===== src/rtl/pe2_req_drain.sv =====
// Request drain: holds a pending bit vector and offers its two lowest set bits per cycle.
// Optional PE2_REQ_DRAIN_MERGE_EN lets new requests merge into the pending vector while draining.
module pe2_req_drain #(
    parameter int WIDTH     = 8,
    parameter int CNT_WIDTH = 8,
    localparam int IW       = (WIDTH > 1) ? $clog2(WIDTH) : 1
) (
    input  logic                 CLK,
    input  logic                 nRST,
    input  logic                 load_valid,
    output logic                 load_ready,
    input  logic [WIDTH-1:0]     load_vec,
    output logic                 issue0_valid,
    output logic [IW-1:0]        issue0_index,
    output logic                 issue1_valid,
    output logic [IW-1:0]        issue1_index,
    input  logic                 issue_ready,
    output logic [WIDTH-1:0]     pending_vec,
    output logic                 busy,
    output logic                 drained,
    output logic [CNT_WIDTH-1:0] issued_count
);

    // state | meaning
    // IDLE  | pending_vec empty, waiting for a nonzero load
    // DRAIN | pending bits outstanding, offering up to two per cycle
    typedef enum logic {IDLE, DRAIN} state_t;

    state_t             state;
    logic [WIDTH-1:0]   low_mask;
    logic [WIDTH-1:0]   rest_vec;
    logic [WIDTH-1:0]   second_mask;
    logic [WIDTH-1:0]   issued_bits;
    logic [WIDTH-1:0]   next_pending;
    logic               issue_acc;
    logic               load_acc;
    logic [CNT_WIDTH:0] count_sum;
    logic [CNT_WIDTH:0] count_inc;

    // x & (x-1) strips the lowest set bit; the difference isolates it.
    assign rest_vec    = pending_vec & (pending_vec - WIDTH'(1));
    assign low_mask    = pending_vec & ~rest_vec;
    assign second_mask = rest_vec & ~(rest_vec & (rest_vec - WIDTH'(1)));

    assign issue0_valid = |pending_vec;
    assign issue1_valid = |rest_vec;

    always_comb begin
        issue0_index = '0;
        issue1_index = '0;
        for (int i = WIDTH - 1; i >= 0; i--) begin
            if (low_mask[i])    issue0_index = IW'(i);
            if (second_mask[i]) issue1_index = IW'(i);
        end
    end

`ifdef PE2_REQ_DRAIN_MERGE_EN
    assign load_ready = 1'b1;
`else
    assign load_ready = (state == IDLE);
`endif

    assign busy        = (state == DRAIN);
    assign load_acc    = load_valid & load_ready;
    assign issue_acc   = issue_ready & issue0_valid;
    assign issued_bits = issue_acc ? (low_mask | second_mask) : '0;

    always_comb begin
        next_pending = pending_vec & ~issued_bits;
        if (load_acc) next_pending = next_pending | load_vec;
    end

    assign count_inc = issue1_valid ? (CNT_WIDTH+1)'(2) : (CNT_WIDTH+1)'(1);
    assign count_sum = {1'b0, issued_count} + count_inc;

    always_ff @(posedge CLK or negedge nRST) begin
        if (!nRST) begin
            state        <= IDLE;
            pending_vec  <= '0;
            drained      <= 1'b0;
            issued_count <= '0;
        end else begin
            drained <= 1'b0;
            case (state)
                IDLE: begin
                    // All-zero loads are accepted but leave the block idle.
                    if (load_acc && (load_vec != '0)) begin
                        state        <= DRAIN;
                        pending_vec  <= load_vec;
                        issued_count <= '0;
                    end
                end
                DRAIN: begin
                    pending_vec <= next_pending;
                    if (issue_acc) begin
                        issued_count <= count_sum[CNT_WIDTH] ? '1 : count_sum[CNT_WIDTH-1:0];
                    end
                    if (next_pending == '0) begin
                        state   <= IDLE;
                        drained <= 1'b1;
                    end
                end
                default: state <= IDLE;
            endcase
        end
    end

endmodule


===== config.mk =====
export PLATFORM = sky130hd
export DESIGN_NAME = pe2_req_drain
export DESIGN_NICKNAME = d
export VERILOG_FILES = /design/src/rtl/pe2_req_drain.sv
export SDC_FILE = /design/constraint.sdc
export NUM_CORES = 1
export LEC_CHECK = 0
export BUFFER_PORTS_ARGS = -buffer_cell sky130_fd_sc_hd__clkbuf_2
export CORE_MARGIN = 2
export CORE_UTILIZATION = 40
export DETAILED_ROUTE_END_ITERATION = 8
export MAX_ROUTING_LAYER = met4
export SYNTH_ARGS = -nofsm -noshare
export SYNTH_HDL_FRONTEND = slang
export SYNTH_SLANG_ARGS = --single-unit
export TNS_END_PERCENT = 30

===== constraint.sdc =====
create_clock -name CLK -period 3.6 [get_ports CLK]
set_input_delay 0.72 -clock CLK [delete_from_list [all_inputs] [get_ports CLK]]
set_output_delay 0.72 -clock CLK [all_outputs]
set_load 0.1 [all_outputs]

# == After elaboration in Yosys (flattened, before gate mapping) ==
# Cells that the tools add are included.
# op_classes
reduce_logical,6
n_eq_ne,2
n_bitwise,13
add_sub_neg,3
muxes,30
# ops
cell,n
two-way mux 3 bit,16
two-way mux 8 bit,6
AND 8 bit,5
one-hot mux 8 bit (2 select lines),2
NOT 8 bit,3
OR 8 bit,2
OR reduction 8 bit,2
subtractor 8 x 1 -> 8 bit (second input constant),2
adder 8 x 2 -> 9 bit,1
zero test 8 bit,1
nonzero test 8 bit,1
two-way mux 1 bit,4
inequality test 2 x 1 -> 1 bit (second input constant),2
AND 1 bit,2
two-way mux 2 bit,1
one-hot mux 1 bit (2 select lines),1
AND reduction 2 bit,1
logical AND 1 bit,1
NOT 1 bit,1
# totals
register_bits,18
out_inout_bits,27
in_bits,12
wordCells,58

# == Longest topological paths before layout ==
# Gate-level depths: netlist of run 1.
# depth
ltp_word,15
mapped_depth,11
ltp_nobuf,10

# == Worst setup path before layout of run 1 ==
# OpenSTA, ideal clock, no wires.
# synth_path
kind,flip-flop to flip-flop
startpoint,register pending_vec[1]
endpoint,register issued_count[5]
arrival_time_ns,3.897
synth_period_minus_slack_ns,4.021
path_slack_ns,-0.421
path_stages_with_launch,11
t_required_ns,3.476
setup_time_ns,0.124
path_buffers,1
cell_sequence,dfrtp_1 -> clkbuf_2 -> nor4_4 -> nand2_1 -> maj3_1 -> nand2b_1 -> fa_1 -> and4_1 -> nor2b_1 -> and4b_1 -> nor3_1
# synth_between
elab_chain_cells,8
elab_cells_between_ends,12
classes_between,add/sub: 2; eq/ne: 1; mux: 4; bitwise: 2; reduce/logical: 3
# synth_rtl
element,line,source
from (decl),18,"output logic [WIDTH-1:0] pending_vec,"
from (signal assigned),89,pending_vec <= load_vec;
from (signal assigned),94,pending_vec <= next_pending;
subtractor 8 x 1 -> 8 bit,41,assign rest_vec = pending_vec & (pending_vec - WIDTH'(1));
AND 8 bit (*),41,
OR reduction 8 bit (*),46,assign issue1_valid = |rest_vec;
net issue1_valid,15,"output logic issue1_valid,"
two-way mux 2 bit (*),73,assign count_inc = issue1_valid ? (CNT_WIDTH+1)'(2) : (CNT_WIDTH+1)'(1);
adder 8 x 2 -> 9 bit (*),74,"assign count_sum = {1'b0, issued_count} + count_inc;"
two-way mux 8 bit (*),96,issued_count <= count_sum[CNT_WIDTH] ? '1 : count_sum[CNT_WIDTH-1:0];
two-way mux 8 bit (*),95,if (issue_acc) begin
one-hot mux 8 bit (2 select lines) (*),84,case (state)
to (signal assigned),96,
to (decl),21,output logic [CNT_WIDTH-1:0] issued_count
# Mark *: on every way through the listed nets, which the timed path passes. The rest lies on a longest branch. The select of a mux whose other input is x is not followed.
# A chain may end at the register's enable or synchronous reset.

# == Worst setup path in the final report of run 1 ==
# layout_path
startpoint,register pending_vec[4]
endpoint,register issued_count[3]
# layout_between
elab_chain_cells,8
elab_cells_between_ends,12
classes_between,add/sub: 2; eq/ne: 1; mux: 4; bitwise: 2; reduce/logical: 3
# layout_rtl
element,line
subtractor 8 x 1 -> 8 bit,41
AND 8 bit,41
OR reduction 8 bit,46
two-way mux 2 bit,73
adder 8 x 2 -> 9 bit,74
two-way mux 8 bit,96
two-way mux 8 bit,95
one-hot mux 8 bit (2 select lines),84
# Several ways; a longest one is shown, not always the timed one. The select of a mux whose other input is x is not followed.

==> Flow_metrics.wiki, run 1 <==
{| class="wikitable"
! Metric !! Value
|-
| Run status || completed
|-
| Cells resized by post-CTS repair || 0
|-
| Via count of the first global-routing pass || 1317
|-
| Instance area at placement || 1690 µm²
|-
| Most frequent cell on the critical path || nor2b_1
|-
| Clock transition time at the flip-flop clock pins of the worst setup and hold paths || 0.11 ns
|-
| Cell breakdown of the critical path || nor4_4 > nand2_1 > maj3_1 > nor2b_1 > ha_1 > fa_1 > and4_1 > nor2b_1 > and4b_1 > nor3_1
|-
| Maximum clock frequency || 302 MHz
|-
| Count of buffer and inverter cells on the critical path || 0
|-
| Vias per inst || 6.16
|-
| Later-pin clock latency in the skew report || 0.30 ns
|-
| Tightest hold margin || 0.350 ns
|-
| Final wirelength || 4080 µm
|-
| Start of the worst register-to-register path || pending_vec[4]
|-
| Combined area of all synthesized cells || 1460 µm²
|-
| Post-DRT Antenna Nets || 0
|-
| Via count || 1502
|-
| Area share of the leading cell type in the synthesized netlist || 30.8%
|-
| Number of core rows || 21
|-
| Crit path capture || issued_count[3]
|-
| Final weighted congestion in routability-driven placement || 0.897
|-
| Aggregate global-route resource usage || 21.4%
|-
| Cell types with the largest area share after synthesis || dfrtp_1 (31%), a21oi_1 (4.8%), maj3_1 (4.1%), nand2_1 (3.3%), nor4_4 (2.9%)
|-
| Final setup violation count || 0
|-
| Yosys top cell by area || dfrtp_1
|-
| Number of instances in the synthesized netlist || 166
|-
| Simple-gate area share of the yosys netlist || 26.6%
|-
| Setup repair after global routing missed its margin || no
|-
| Kind of end point of the critical path || register
|-
| Sequential cell area fraction in the yosys report || 30.8%
|-
| Number of violations reported at the end of detailed-routing iteration 0 || 143
|-
| Most numerous cell types in the synthesized netlist || dfrtp_1 (18), a21oi_1 (14), nand2_1 (13)
|-
| Crit path launch || pending_vec[4]
|-
| Number of synthesized flops with an enable pin || 0
|-
| Worst reg2reg endpoint || issued_count[3]
|-
| Share of async-settable or async-resettable flops after synthesis || 100%
|-
| Share of post-route cells with drive strength above 1 || 31.3%
|-
| Hold violation count in the final report || 0
|-
| Worst setup skew after layout || 0.0137 ns
|-
| Deepest level of the CTS H-tree || 1
|-
| Stages on worst setup path || 10
|-
| Sum of overflow across all layers after global routing || 0
|-
| Width of the die || 64.5 µm
|-
| Internal reg-to-reg setup slack || 0.29 ns
|-
| Most common cell in the netlist || dfrtp_1
|-
| Netlist cell types || 54
|-
| Die height || 64.5 µm
|-
| Setup Buffers After CTS || 0
|-
| Number of buffers inserted by hold repair at cts || 0
|-
| Placeable core region || 3420 µm²
|-
| Mux cell area share after synthesis || 0%
|-
| Largest delay share family, worst path || simple AND/OR/NAND/NOR gates
|-
| Worst path arrival time || 3.51 ns
|-
| Dominant register cell in the synthesized netlist || dfrtp_1
|-
| First-pass GRT wire length || 6750 µm
|-
| Routed length per instance || 16.7 µm
|-
| Final design area excluding fillers || 1720 µm²
|-
| Post-synthesis compound-gate area fraction || 28.2%
|-
| Clock root buffer || clkbuf_4
|-
| Post-synthesis xor/xnor area fraction || 1.20%
|-
| Reg2Reg Depth || 10
|-
| Worst-path maximum fanout || 14
|-
| Final critical delay including setup and external delays || 3.31 ns
|-
| Post-synthesis share of cell area spent on full adders, half adders and majority gates || 7.95%
|-
| Dpl hpwl || 3000 µm
|-
| Initial antenna violation count || 0
|-
| Buffers added on ports || 38
|-
| Final-layout setup total negative slack || 0 ns
|-
| Number of nets in the layout || 214
|-
| Min-Delay Path Class || in2async
|-
| Worst-case headroom to the max-slew limit || 47.0%
|-
| Ant. Diodes || 0
|-
| Slew of the pin with the lowest slew margin || 0.794 ns
|-
| Maximum number of pins on one net before global-route repair || 21
|-
| Yosys warnings || 0
|-
| Clk buf depth || 2
|-
| Final-report max-slew violation count || 0
|-
| Starting Density || 42.9%
|-
| Average cell area after synthesis || 8.82 µm²
|-
| Net count after synthesis || 181
|-
| Number of clock sinks seen by CTS || 18
|-
| Boundary Pins || 39
|-
| Final period util || 91.8%
|-
| Number of max-cap violations || 0
|-
| Category of the worst setup path launch point || register
|-
| CP required || 3.81 ns
|-
| Cell with the largest stage delay on the worst path || dfrtp_1
|-
| Area growth from synthesis to layout || 17.6%
|-
| Die area || 4160 µm²
|-
| Clock tree from TritonCTS || yes
|-
| Clock buffers created by TritonCTS || 3
|-
| Count of TritonRoute iterations in the first routing pass || 4
|-
| Largest family of logic cells by synthesized area || compound AO/OA/AOI/OAI gates
|-
| Post-route DRC violation count || 0
|-
| Critical setup path kind || reg2reg
|-
| Register bit count reported by yosys || 18
|-
| Largest stage delay, worst path || 0.57 ns
|}
area by class of cell:
class                           instances  area (µm²)
Timing Repair Buffer                   42         220
Inverter                                3        11.3
Sequential cell                        18         454
Fill cell                             346        1690
Tap cell                               46        57.6
Clock buffer                            4        36.3
Multi-Input combinational cell        131         942
worst min path at each step:
stage / end / slack (ns) / cells past startpoint
finish: pending_vec[5] / 0.35 / 1
global route: pending_vec[5] / 0.35 / 1
CTS: pending_vec[5] / 0.36 / 1
detailed placement: issued_count[0] / 0.56 / 2
global placement: issued_count[0] / 0.56 / 2
floorplan: busy / 0.42 / 0
layout by cell type, fill, tap and decap left out, drive strengths merged, types with 2 or more instances in the layout:
cell	n
nand2	13
a21o	2
o21ai	10
and3	3
inv	3
or2	2
a21oi	14
or3	2
dfrtp	18
buf	4
a32o	4
a32oi	4
nand2b	2
o22ai	2
nand3	4
maj3	7
a211o	2
nor2	9
or4	4
and4	3
nor2b	6
and4b	3
o21a	2
a31oi	2
ha	2
nor3	6
clkbuf	42
a22o	4
nor4	2
metrics by stage:
step	worst slack (ns)	std cells	util (%)
2_1_floorplan	-0.175	166	-
3_3_place_gp	0.590	240	49.3
3_5_place_dp	0.368	240	49.3
4_1_cts	0.340	244	50.4
5_1_grt	0.0449	244	50.4
6_report	0.294	244	50.4
layer usage:
metal	track usage (%)	up-vias	part of all wire, %
met5	-	-	0
met4	4.79	0	0.71
met3	3.99	4	6.3
met2	28.8	60	44
met1	33.1	732	49
li1	-	706	-
kinds of logic after synthesis:
logic type	after synthesis
compound gates	57
flops	18
xor+xnor	2
simple gates	62
fa+ha+maj	10
buf+inv	17
state kept, by name (all words and copies together) (netlist names):
signal and flops:
busy 1, drained 1, issued_count 8, pending_vec 8
Power of run 1 is not shown: default switching activity piles up to over one toggle a cycle in this logic, so the estimate is an artifact.
==> inputs of run 2 (changes only) <==
Settings changed: PLACE_DENSITY set to 0.66.
Clock period 3.6 ns to 2.72 ns, I/O delays scaled along.
==> Flow_metrics.wiki, run 2 (synthesis results as in run 1) <==
{| class="wikitable"
! Metric !! Value
|-
| Clock transition time at the flip-flop clock pins of the worst setup and hold paths || 0.11 ns
|-
| Cell breakdown of the critical path || or4_4 > a21oi_4 > a21o_1 > buf_6 > buf_6 > a22o_1 > buf_12
|-
| Start of the worst register-to-register path || pending_vec[0]
|-
| First-pass GRT wire length || 7330 µm
|-
| Run status || complete, but fails checks
|-
| Commonest cells after routing, fill and taps aside || clkbuf_2 (32), buf_4 (23), nand2_1 (13), dfrtp_1 (12)
|-
| CP required || 2.18 ns
|-
| Post-route worst setup slack || -0.0749 ns
|-
| Number of nets in the layout || 237
|-
| Share of post-route cells with drive strength above 1 || 49.8%
|-
| Min-Delay Path Class || in2async
|-
| Count of TritonRoute iterations in the first routing pass || 4
|-
| Reg2Reg Depth || 10
|-
| Slew of the pin with the lowest slew margin || 0.544 ns
|-
| Worst-path maximum fanout || 6
|-
| Violated checks || setup timing
|-
| Cell with the largest stage delay on the worst path || or4_4
|-
| Post-DRT Antenna Nets || 0
|-
| Tightest hold margin || 0.181 ns
|-
| Later-pin clock latency in the skew report || 0.29 ns
|-
| Hold violation count in the final report || 0
|-
| Die area || 4160 µm²
|-
| Internal reg-to-reg setup slack || 0.05 ns
|-
| Area growth from synthesis to layout || 45.1%
|-
| Clk buf depth || 2
|-
| Via count || 1589
|-
| Most frequent cell on the critical path || buf_6
|-
| Final-report max-slew violation count || 0
|-
| Clock tree from TritonCTS || yes
|-
| Number of cells in the finished layout apart from fillers || 267
|-
| Maximum clock frequency || 358 MHz
|-
| Largest registers in the final layout || issued_count x8, pending_vec x8
|-
| Final period util || 103%
|-
| Largest stage delay, worst path || 0.54 ns
|-
| Clock root buffer || clkbuf_4
|-
| Worst reg2reg endpoint || issued_count[4]
|-
| Buffers added on ports || 38
|-
| Ant. Diodes || 0
|-
| Placed Instances || 258
|-
| Die height || 64.5 µm
|-
| Kind of end point of the critical path || output pin
|-
| Number of violations reported at the end of detailed-routing iteration 0 || 141
|-
| Number of core rows || 21
|-
| Starting Density || 42.9%
|-
| Final wirelength || 4530 µm
|-
| Number of buffers inserted by hold repair at cts || 0
|-
| Post-route DRC violation count || 0
|-
| Critical setup path kind || reg2out
|-
| Maximum number of pins on one net before global-route repair || 21
|-
| Routed length per instance || 17.0 µm
|-
| Count of buffer and inverter cells on the critical path || 3
|-
| Worst-case headroom to the max-slew limit || 63.9%
|-
| Via count of the first global-routing pass || 1576
|-
| Number of clock sinks seen by CTS || 18
|-
| Most common cell after layout, fill and taps aside || clkbuf_2
|-
| Crit path launch || pending_vec[0]
|-
| Dpl hpwl || 3340 µm
|-
| Deepest level of the CTS H-tree || 1
|-
| Category of the worst setup path launch point || register
|-
| Worst path arrival time || 2.25 ns
|-
| Setup repair after global routing missed its margin || yes
|-
| Placeable core region || 3420 µm²
|-
| Width of the die || 64.5 µm
|-
| Worst setup skew after layout || 0.00415 ns
|-
| Vias per inst || 5.95
|-
| Largest delay share family, worst path || simple AND/OR/NAND/NOR gates
|-
| Final critical delay including setup and external delays || 2.79 ns
|-
| Clock buffers created by TritonCTS || 3
|-
| Final setup violation count || 3
|-
| Aggregate global-route resource usage || 23.0%
|-
| Final weighted congestion in routability-driven placement || 0.889
|-
| Boundary Pins || 39
|-
| Number of max-cap violations || 0
|-
| Sum of overflow across all layers after global routing || 0
|-
| Initial antenna violation count || 0
|}
[run 2: worst max-delay path by stage]
stage / to / depth (start not counted)
floorplan: issued_count[5] / 10
global placement: issued_count[3] / 10
detailed placement: issued_count[2] / 10
CTS: issue1_index[2] / 6
global route: issue1_index[1] / 7
finish: issue1_index[1] / 7
[run 2: metal layers]
metal / routed length (µm) / track usage [%]
met4: 72 / 7.18
met5: 0 / -
met3: 184 / 3.13
met2: 2410 / 39.8
met1: 1870 / 27.8
[run 2: through the flow]
| stage | utilization (%) | area (µm²) | worst slack, ns | setup TNS (ns) |
|---|---|---|---|---|
| 3_5_place_dp | 57.2 | 1950 | -0.0351 | -0.0891 |
| 5_1_grt | 62.2 | 2120 | -0.164 | -0.805 |
| 4_1_cts | 59.9 | 2040 | -0.102 | -0.306 |
| 6_report | 62.2 | 2120 | -0.0749 | -0.139 |
| 3_3_place_gp | 57.2 | 1950 | 0.0443 | 0 |
| 2_1_floorplan | - | 1540 | -0.269 | -2.62 |
[run 2: final cells by class]
type	count	area, µm²
fill	292	1290
sequential	18	468
timing repair buffer	65	493
multi-input combinational	131	1060
tap	46	57.6
clock buffer	4	36.3
inverter	3	11.3
[run 2: what timing repair did]
item,in CTS,in global routing
setup buffers,4,1
endpoints found under the setup margin,9,12
pin swaps,4,7
gates resized for setup,7,18
[run 2: worst register-to-register path, stage by stage, from the launching register on]
cell and delay [ns]:
dfrtp_4 0.53, or4_4 0.54, a21oi_4 0.14, a21o_1 0.17, buf_6 0.12, nand2b_4 0.06
fa_2 0.36, buf_4 0.15, and3_4 0.17, a21o_1 0.16, and3_1 0.17
Power of run 2 is left out for the same reason.
